## src/rtl/bus_arb_mux.sv

```systemverilog
// bus_arb_mux: N-master bus arbiter with master-side multiplexer.
//
// Grants the shared bus to one of NUM_M masters (fixed priority or round-robin),
// optionally forces a hand-over after MAX_HOLD consecutive ownership cycles, and
// routes the owner's address/strobe/rw/write data to the slave decoder.
//
// Optional feature: define BUS_ARB_TIMEOUT_EN to enable the slave-ready timeout
// (forced m_rdy_no plus a one-cycle bus_err_o after TIMEOUT_CYC stalled cycles).
//
// Ports:
//   clk_i        clock
//   reset_ni     synchronous active-low reset
//   m_req_ni     per-master request (active-low)
//   m_addr_i     flattened master addresses, master i at [i*ADDR_W +: ADDR_W]
//   m_as_ni      per-master address strobe (active-low)
//   m_rw_i       per-master read/write (1 = read)
//   m_wr_data_i  flattened master write data
//   m_grnt_no    one-hot grant (active-low)
//   s_addr_o     selected address
//   s_as_no      selected strobe (active-low)
//   s_rw_o       selected read/write
//   s_wr_data_o  selected write data
//   s_rdy_ni     ready from slave decoder (active-low)
//   m_rdy_no     ready returned to masters (active-low)
//   owner_o      index of current owner
//   bus_err_o    timeout error pulse
module bus_arb_mux #(
    parameter int unsigned NUM_M       = 4,
    parameter int unsigned ADDR_W      = 30,
    parameter int unsigned DATA_W      = 32,
    parameter int unsigned ARB_MODE    = 0,
    parameter int unsigned MAX_HOLD    = 0,
    parameter int unsigned TIMEOUT_CYC = 64,
    localparam int unsigned OWN_W      = $clog2(NUM_M)
) (
    input  logic                    clk_i,
    input  logic                    reset_ni,
    input  logic [NUM_M-1:0]        m_req_ni,
    input  logic [NUM_M*ADDR_W-1:0] m_addr_i,
    input  logic [NUM_M-1:0]        m_as_ni,
    input  logic [NUM_M-1:0]        m_rw_i,
    input  logic [NUM_M*DATA_W-1:0] m_wr_data_i,
    output logic [NUM_M-1:0]        m_grnt_no,
    output logic [ADDR_W-1:0]       s_addr_o,
    output logic                    s_as_no,
    output logic                    s_rw_o,
    output logic [DATA_W-1:0]       s_wr_data_o,
    input  logic                    s_rdy_ni,
    output logic                    m_rdy_no,
    output logic [OWN_W-1:0]        owner_o,
    output logic                    bus_err_o
);

    localparam int unsigned HOLD_W = (MAX_HOLD > 1) ? $clog2(MAX_HOLD) : 1;

    if (NUM_M < 2 || NUM_M > 16) begin : g_bad_num_m
        $error("bus_arb_mux: NUM_M out of range");
    end
    if (TIMEOUT_CYC < 2) begin : g_bad_timeout
        $error("bus_arb_mux: TIMEOUT_CYC must be at least 2");
    end

    logic [OWN_W-1:0]  owner_q, owner_d;
    logic [NUM_M-1:0]  grnt_q, grnt_d;
    logic [HOLD_W-1:0] hold_cnt_q, hold_cnt_d;

    logic [NUM_M-1:0]  cand;
    logic              rel, force_ho, owner_chg;
    logic [OWN_W-1:0]  win;
    logic              win_vld;
    int unsigned       idx;

    // Output mux follows the owner register.
    assign s_addr_o    = m_addr_i[owner_q*ADDR_W +: ADDR_W];
    assign s_wr_data_o = m_wr_data_i[owner_q*DATA_W +: DATA_W];
    assign s_as_no     = m_as_ni[owner_q];
    assign s_rw_o      = m_rw_i[owner_q];
    assign m_grnt_no   = grnt_q;
    assign owner_o     = owner_q;

    always_comb begin
        // Owner is never a candidate: on release it is not requesting anyway,
        // on forced hand-over it must be excluded.
        cand           = ~m_req_ni;
        cand[owner_q]  = 1'b0;
        rel            = m_req_ni[owner_q];
        force_ho       = 1'b0;
        if (MAX_HOLD != 0) begin
            force_ho = (hold_cnt_q == HOLD_W'(MAX_HOLD - 1)) && (|cand) && m_as_ni[owner_q];
        end

        win     = owner_q;
        win_vld = 1'b0;
        idx     = 0;
        if (ARB_MODE == 0) begin
            // Descending scan, last hit wins -> lowest index has priority.
            for (int i = NUM_M - 1; i >= 0; i--) begin
                if (cand[i]) begin
                    win     = OWN_W'(i);
                    win_vld = 1'b1;
                end
            end
        end else begin
            // Descending distance scan -> nearest successor of owner wins.
            for (int k = NUM_M - 1; k >= 1; k--) begin
                idx = (32'(owner_q) + 32'(k)) % NUM_M;
                if (cand[idx]) begin
                    win     = OWN_W'(idx);
                    win_vld = 1'b1;
                end
            end
        end

        owner_d = owner_q;
        if ((rel || force_ho) && win_vld) begin
            owner_d = win;
        end
        owner_chg = (owner_d != owner_q);

        grnt_d          = '1;
        grnt_d[owner_d] = 1'b0;

        if (MAX_HOLD == 0 || owner_chg || rel) begin
            hold_cnt_d = '0;
        end else if (hold_cnt_q != HOLD_W'(MAX_HOLD - 1)) begin
            hold_cnt_d = hold_cnt_q + 1'b1;
        end else begin
            hold_cnt_d = hold_cnt_q;
        end
    end

    always_ff @(posedge clk_i) begin
        if (!reset_ni) begin
            owner_q    <= '0;
            grnt_q     <= {{(NUM_M-1){1'b1}}, 1'b0};
            hold_cnt_q <= '0;
        end else begin
            owner_q    <= owner_d;
            grnt_q     <= grnt_d;
            hold_cnt_q <= hold_cnt_d;
        end
    end

`ifdef BUS_ARB_TIMEOUT_EN
    localparam int unsigned TO_W = $clog2(TIMEOUT_CYC);

    logic [TO_W-1:0] to_cnt_q, to_cnt_d;
    logic            err_q, err_d;
    logic            stall, to_hit;

    always_comb begin
        stall    = !s_as_no && s_rdy_ni && !owner_chg;
        to_hit   = stall && (to_cnt_q == TO_W'(TIMEOUT_CYC - 1));
        // Counter restarts after the forced completion.
        to_cnt_d = (stall && !to_hit) ? to_cnt_q + 1'b1 : '0;
        err_d    = to_hit;
    end

    always_ff @(posedge clk_i) begin
        if (!reset_ni) begin
            to_cnt_q <= '0;
            err_q    <= 1'b0;
        end else begin
            to_cnt_q <= to_cnt_d;
            err_q    <= err_d;
        end
    end

    assign m_rdy_no  = s_rdy_ni & ~err_q;
    assign bus_err_o = err_q;
`else
    assign m_rdy_no  = s_rdy_ni;
    assign bus_err_o = 1'b0;
`endif

endmodule

```

## config.mk

```make
export PLATFORM = sky130hd
export DESIGN_NAME = bus_arb_mux
export DESIGN_NICKNAME = d
export VERILOG_FILES = /design/src/rtl/bus_arb_mux.sv
export SDC_FILE = /design/constraint.sdc
export NUM_CORES = 1
export LEC_CHECK = 0
export CAP_MARGIN = 20
export CORE_AREA = 2 2 128 130
export DETAILED_ROUTE_END_ITERATION = 12
export DIE_AREA = 0 0 130 132
export GPL_TIMING_DRIVEN = 0
export PLACE_DENSITY = 0.54
export SLEW_MARGIN = 20
export SYNTH_ARGS = -nofsm -noshare
export SYNTH_HDL_FRONTEND = slang
export SYNTH_SLANG_ARGS = --single-unit
```

## constraint.sdc

```tcl
create_clock -name clk_i -period 3.4 [get_ports clk_i]
set_input_delay 0.68 -clock clk_i [delete_from_list [all_inputs] [get_ports clk_i]]
set_output_delay 0.68 -clock clk_i [all_outputs]
set_load 0.01 [all_outputs]
```

# [Word level (Yosys, flattened, before mapping)]
# Index checks and enable logic that the tools add are counted.
[totals] register_bits=6 output_inout_bits=72 wordCells=35
[classes] n_bitwise=4 reduce_logical=3 muxes=19 order_cmp=4 shifts=2 multipliers=1
[op_table] cell="variable part select 128 x 8 -> 32 bit" n=1
[op_table] cell="variable part select 120 x 8 -> 30 bit" n=1
[op_table] cell="inverter 4 bit" n=3
[op_table] cell="2-to-1 mux 2 bit" n=5
[op_table] cell="2-to-1 mux 1 bit" n=9
[op_table] cell="binary-select mux 1 bit (select 2 bit)" n=3
[op_table] cell="< comparator 2 x 3 -> 1 bit (second input constant)" n=2
[op_table] cell="multiplier 2 x 4 -> 6 bit (second input constant)" n=1
[op_table] cell="bitwise AND 4 bit" n=1
[op_table] cell="demux 1 bit (select 2 bit)" n=2
[op_table] cell="greater-or-equal comparator 2 x 1 -> 1 bit (second input constant)" n=2
[op_table] cell="logical AND 1 bit" n=3

# [Longest topological paths before layout]
# Gate-level depths: netlist (run 1).
[logic_depth] depth_word=17 ltp_mapped=5 ltp_nobuf=4

# [Worst setup path before layout (run 1)]
# No wires, ideal clock.
[synth_path] path_kind="flip-flop to output port" start="register owner_q[0], in the netlist owner_o[0]" end="output s_addr_o[12]" arrival_ps=1320 path_slack_ps=1400 path_stages_with_launch=5 required_ps=2720 n_path_buf=3 path_cell_list="dfxtp_1 -> buf_6 -> buf_12 -> buf_12 -> mux4_2"
[synth_between] elab_chain_len=2
[synth_lines] element="start, declared" line="63" source="logic [OWN_W-1:0] owner_q, owner_d;"
[synth_lines] element="start signal, assigned" line="138" source="owner_q <= owner_d;"
[synth_lines] element="multiplier 2 x 4 -> 6 bit" line="74" source="assign s_addr_o = m_addr_i[owner_q*ADDR_W +: ADDR_W];"
[synth_lines] element="variable part select 120 x 8 -> 30 bit" line="74"
[synth_lines] element="end, declared" line="44" source="output logic [ADDR_W-1:0] s_addr_o,"
# Every way passes these cells.

# [Worst setup path in the final report (run 1)]
[layout_path] start="register owner_q[1], in the netlist owner_o[1]" end="output s_addr_o[20]"
# Same word-level chain as after synthesis.

==> metrics.txt, run 1 <==
drt first pass iters=4; FF-to-FF setup slack=2.10 ns; Avg WL per Cell=17.6 µm; DP HPWL=10.3 mm; IO Port Bufs=332; Max Slew Vio Count=0; CTS buffer count=3; Fillers=1556; Chip Height=132 µm; Hold Crit Class=flip-flop to flip-flop; CP Class=flip-flop to output port; Fmax=353 MHz; Power Density=185 mW/mm²; CTS H-Tree Depth=1; IR drop worst, VDD=0.000227 V; share of layout cells above drive strength 1=19.3%; overall routing resource usage=12.8%; Ys Warns=0; Die W=130 µm; Post-Place Worst Slack=0.575 ns; first-pass GRT wire length=17.0 mm; vias in the first global route=2908; Vias/cell=4.04; Util after Layout=35.3%; CP Capture Type=output port; Critical Path Slowest Stage Cell=clkdlybuf4s50_1; Reg clk slew, reported paths=0.03 ns; gpl congestion=0.867; most used cell, CP=buf_2; Die Area=0.0172 mm²; CP arrival=2.15 ns; nature of the critical path startpoint=flip-flop; diode count=0; endpoints failing setup=0; drc violations=0; setup tns final=0 ns; Mapped Area=0.00187 mm²; DRC marker count from the first detailed-route iteration=33; FF/Latch Area=120 µm²; DR vias=2648; RSZ-0062 raised after global routing=false; Final Hold Violating Endpoints=0; clock sinks=6; Layout area overhead=196%; Seq/Total Area, Yosys=6.41%; share of the clock period used by the worst path=83.4%; clock root buffer master=clkbuf_16; CTS max path bufs=2; leak pwr=1.89 nW; worst reg-to-reg path cell count=5; CTS hold repair buffers=0; max incr delay on CP=0.55 ns; Max Fanout on Critical Path=10; post-synthesis register bit count=6; IO Count=335; number of cell rows=46; Antenna Violating Nets Remaining=0; WHS Path Cells=2; CTS tree=built; outcome=finished clean; Gates resized, CTS repair=0; Yosys cell types=21; cells after synthesis=105; Final WS setup=0.565 ns; worst clock skew=0.00325 ns; Post CTS Setup Buffer Count=0; largest net degree at the start of global routing=11; antenna violations before repair=0; initial core utilization=11.9%; Multi-input gate area=0.00156 mm²; Tot Pwr=0.00103 W; worst skew pair latency=0.23 ns; synthesized area per cell=17.8 µm²; syn nets=368; Overflow after GRT=0; Worst Path Required=2.72 ns; final wirelength=11.6 mm; Max-Cap Viols=0; CP cell instances=buf_2 -> buf_2 -> mux4_2 -> clkdlybuf4s50_1; final net count=705; min cycle time layout=2.83 ns; core area=0.0157 mm²
==> flip-flops by register name, indices dropped and copies added, names as in the netlist <==
register / count
m_grnt_no: 4
owner_o: 2
==> where the power goes <==
part / internal [W] / switching, W
Combinational: 0.000548 / 0.000209
Sequential: 0.0000749 / 0.00000218
Clock: 0.000151 / 0.0000414
Total: 0.000774 / 0.000253
==> synth_stat cells <==
master,count,area share (%)
o211ai_1,1,0.40
mux4_2,63,76
and2_1,1,0.33
nor3b_2,1,0.67
buf_6,1,0.60
o22ai_1,1,0.33
buf_12,6,6.4
buf_4,3,1.2
mux4_1,1,1.4
a31oi_1,1,0.33
conb_1,1,0.20
mux2i_1,1,0.53
nand2_1,3,0.60
a221oi_2,1,0.80
dfxtp_1,6,6.4
inv_1,1,0.20
a21oi_1,2,0.53
a21o_1,2,0.80
o21ai_0,1,0.27
buf_2,7,1.9
nand2b_1,1,0.33
==> cell families after synthesis <==
| group | count (synthesis) | synth area share [%] |
|---|---|---|
| flip-flops | 6 | 6.41 |
| AND/OR/NAND/NOR | 6 | 1.94 |
| other | 1 | 0.200 |
| buffers and inverters | 18 | 10.3 |
| AO/OA/AOI/OAI | 9 | 3.47 |
| multiplexers | 65 | 77.7 |
==> per-stage QoR <==
stage	std cells	area, µm²	hold WS [ns]
after detailed placement	653	5470	0.637
after global placement	653	5470	0.621
after global routing	656	5540	0.700
after floorplan	105	1870	0.607
after CTS	656	5540	0.649
final	656	5540	0.645
==> worst paths after layout <==
kind | end | startpoint
setup / recovery | s_addr_o[20] | owner_o[1]$_SDFF_PN0_
setup reg to reg | m_grnt_no[1]$_SDFF_PN1_ | owner_o[0]$_SDFF_PN0_
hold / removal | m_grnt_no[3]$_SDFF_PN1_ | owner_o[1]$_SDFF_PN0_
hold reg to reg | m_grnt_no[3]$_SDFF_PN1_ | owner_o[1]$_SDFF_PN0_
==> cells in the final DEF (no fill, tap or decap), drive strengths merged, types with 2 or more instances in the layout <==
master	instances
a21o	2
dfxtp	6
mux4	64
clkbuf	3
a21oi	2
nand2	3
buf	17
clkdlybuf4s50	332
==> worst max-delay path, delay by kind of cell (launching register included) <==
family                 cells  cell delay [ns]
muxes                      1             0.34
DFF                        1             0.42
buffers and inverters      3             1.17
==> cell type report <==
type | count | area share (%)
Timing Repair Buffer | 332 | 60.0
Multi-Input combinational cell | 81 | 28.2
Tap cell | 216 | 4.88
Buffer | 17 | 3.41
Sequential cell | 6 | 2.17
Clock buffer | 3 | 1.35
Inverter | 1 | 0.0677
==> per-layer routing <==
metal / part of all wire, % / global-route usage [%] / up-vias
met5: 0 / 0 / -
met4: 1.3 / 2.51 / 0
met3: 9.2 / 2.80 / 12
met2: 53 / 23.9 / 173
met1: 37 / 15.0 / 1286
li1: - / - / 1177
Note: power is estimated with default switching activity, not from simulation.
==> inputs of run 2 (changes only) <==
--- a/config.mk
+++ b/config.mk
@@ -6,11 +6,11 @@
 export NUM_CORES = 1
 export LEC_CHECK = 0
 export CAP_MARGIN = 20
-export CORE_AREA = 2 2 128 130
+export CORE_AREA = 2 2 130 132
 export DETAILED_ROUTE_END_ITERATION = 12
-export DIE_AREA = 0 0 130 132
+export DIE_AREA = 0 0 132 134
 export GPL_TIMING_DRIVEN = 0
-export PLACE_DENSITY = 0.54
+export PLACE_DENSITY = 0.52
 export SLEW_MARGIN = 20
 export SYNTH_ARGS = -nofsm -noshare
 export SYNTH_HDL_FRONTEND = slang
==> constraint.sdc (replaced) <==
create_clock -name clk_i -period 2.95 [get_ports clk_i]
set_input_delay 0.59 -clock clk_i [delete_from_list [all_inputs] [get_ports clk_i]]
set_output_delay 0.59 -clock clk_i [all_outputs]
set_load 0.01 [all_outputs]
==> metrics.txt, run 2 (same netlist as run 1, synthesis figures left out) <==
outcome=finished clean; Max-Cap Viols=0 (unchanged); CTS H-Tree Depth=1 (unchanged); CTS max path bufs=2 (unchanged); Worst Path Required=2.36 ns (-0.36 ns); Antenna Violating Nets Remaining=0 (unchanged); CTS tree=built; grt peak-use layer=met2; Util after Layout=34.1% (-1.2 points); clock sinks=6 (unchanged); GR Util met2=23.9% (about the same); endpoints failing setup=0 (unchanged); fin area=0.00555 mm² (about the same); Hold Crit Class=flip-flop to flip-flop; drc violations=0 (unchanged); clock share of power=18.2% (-0.6 points); core area=0.0163 mm² (+3.7%); IO Port Bufs=332 (unchanged); clock root buffer master=clkbuf_16; part of the power in combinational logic=74.3% (+0.6 points); antenna violations before repair=0 (unchanged); gpl congestion=0.923 (+6.5%); Reg clk slew, reported paths=0.03 ns (about the same); drt first pass iters=4 (unchanged); share of the clock period used by the worst path=94.7%; Gates resized, CTS repair=0 (unchanged); commonest non-fill, non-tap cells in the layout=332 x clkdlybuf4s50_1, 63 x mux4_2, 7 x buf_2, 6 x buf_12, 6 x dfxtp_1; part of the power in registers=7.5% (about the same); IO Count=335 (unchanged); Layout area overhead=196% (about the same); number of cell rows=47 (+2.2%); min cycle time layout=2.79 ns; nature of the critical path startpoint=flip-flop; Final Hold Violating Endpoints=0 (unchanged); DRC marker count from the first detailed-route iteration=77 (+130%); switching share of total power=24.5% (-0.11 points); DP HPWL=10.7 mm (+4.6%); Fmax=358 MHz; Die W=132 µm (+1.5%); DR vias=2679 (+1.2%); Post-Place Worst Slack=0.233 ns (-0.342 ns); final net count=705 (unchanged); Power Density=213 mW/mm² (+15%); Avg WL per Cell=18.2 µm (+3.2%); IR drop worst, VDD=0.000266 V (+17%); routing usage on met1=15.0% (-0.033 points); CP arrival=2.20 ns (+0.05 ns); Post CTS Setup Buffer Count=0 (unchanged); CTS buffer count=3 (unchanged); CTS hold repair buffers=0 (unchanged); final hold slack=0.640 ns (-0.00496 ns); leak pwr=1.89 nW (unchanged); Final WS setup=0.157 ns (-0.409 ns); Overflow after GRT=0 (unchanged); worst clock skew=0.00122 ns (-0.00203 ns); overall routing resource usage=12.8% (-0.018 points); max FFs per register=4 (unchanged); final wirelength=12.0 mm (+3.9%); share of layout cells above drive strength 1=19.3% (unchanged); M3 GR Usage=3.67% (+0.87 points); initial core utilization=11.5% (-0.42 points); first-pass GRT wire length=17.9 mm (+5.4%); setup tns final=0 ns (unchanged); CP Capture Type=output port; vias in the first global route=3061 (+5.3%); Chip Height=134 µm (+1.5%); NetSw=0.000289 W (+15%); Vias/cell=4.06 (+0.56%); largest net degree at the start of global routing=11 (unchanged); commonest non-fill, non-tap cell in the layout=clkdlybuf4s50_1; CP Class=flip-flop to output port; diode count=0 (unchanged); Max Slew Vio Count=0 (unchanged); total internal power=0.000891 W (+15%); DP Area=0.00547 mm² (about the same); RSZ-0062 raised after global routing=false; FF-to-FF setup slack=1.66 ns (-0.44 ns); Max Fanout on Critical Path=10 (unchanged); worst skew pair latency=0.22 ns (about the same); Die Area=0.0177 mm² (+3.1%)
==> run 2: final timing paths <==
path                    startpoint  depth (start not counted)                 endpoint
min          owner_o[1]$_SDFF_PN0_                          2  m_grnt_no[3]$_SDFF_PN1_
max reg2reg  owner_o[0]$_SDFF_PN0_                          5  m_grnt_no[1]$_SDFF_PN1_
max          owner_o[1]$_SDFF_PN0_                          4           s_wr_data_o[5]
min reg2reg  owner_o[1]$_SDFF_PN0_                          2  m_grnt_no[3]$_SDFF_PN1_
==> run 2: power by group through the flow <==
stage          Sequential (W)  Combinational [W]  Clock [W]
6_report            0.0000891           0.000876   0.000215
3_5_place_dp        0.0000901           0.000883          0
3_3_place_gp        0.0000900           0.000878          0
5_1_grt             0.0000896           0.000926   0.000224
2_1_floorplan       0.0000920           0.000296          0
4_1_cts             0.0000891           0.000887   0.000217
==> run 2: critical path, cell delays in order (launching register included) <==
cell             delay (ns)
dfxtp_1                0.42
buf_2                  0.34
buf_2                  0.32
mux4_2                 0.36
clkdlybuf4s50_1        0.53
==> run 2: area by class of cell <==
cell class | count | area, µm²
tap | 220 | 275
sequential | 6 | 120
multi-input combinational | 81 | 1560
buffer | 17 | 189
clock buffer | 3 | 75.1
timing repair buffer | 332 | 3320
inverter | 1 | 3.75
fill | 1616 | 10700
==> run 2: routing by layer <==
| metal | routed length (µm) | vias up |
|---|---|---|
| met4 | 125 | 0 |
| li1 | - | 1176 |
| met3 | 1110 | 8 |
| met2 | 6310 | 185 |
| met5 | 0 | - |
| met1 | 4480 | 1310 |
==> run 2: per-stage QoR <==
step | std cells | power (W)
after floorplan | 105 | 0.000388
after global placement | 657 | 0.000968
after detailed placement | 657 | 0.000973
after CTS | 660 | 0.00119
after global routing | 660 | 0.00124
final | 660 | 0.00118
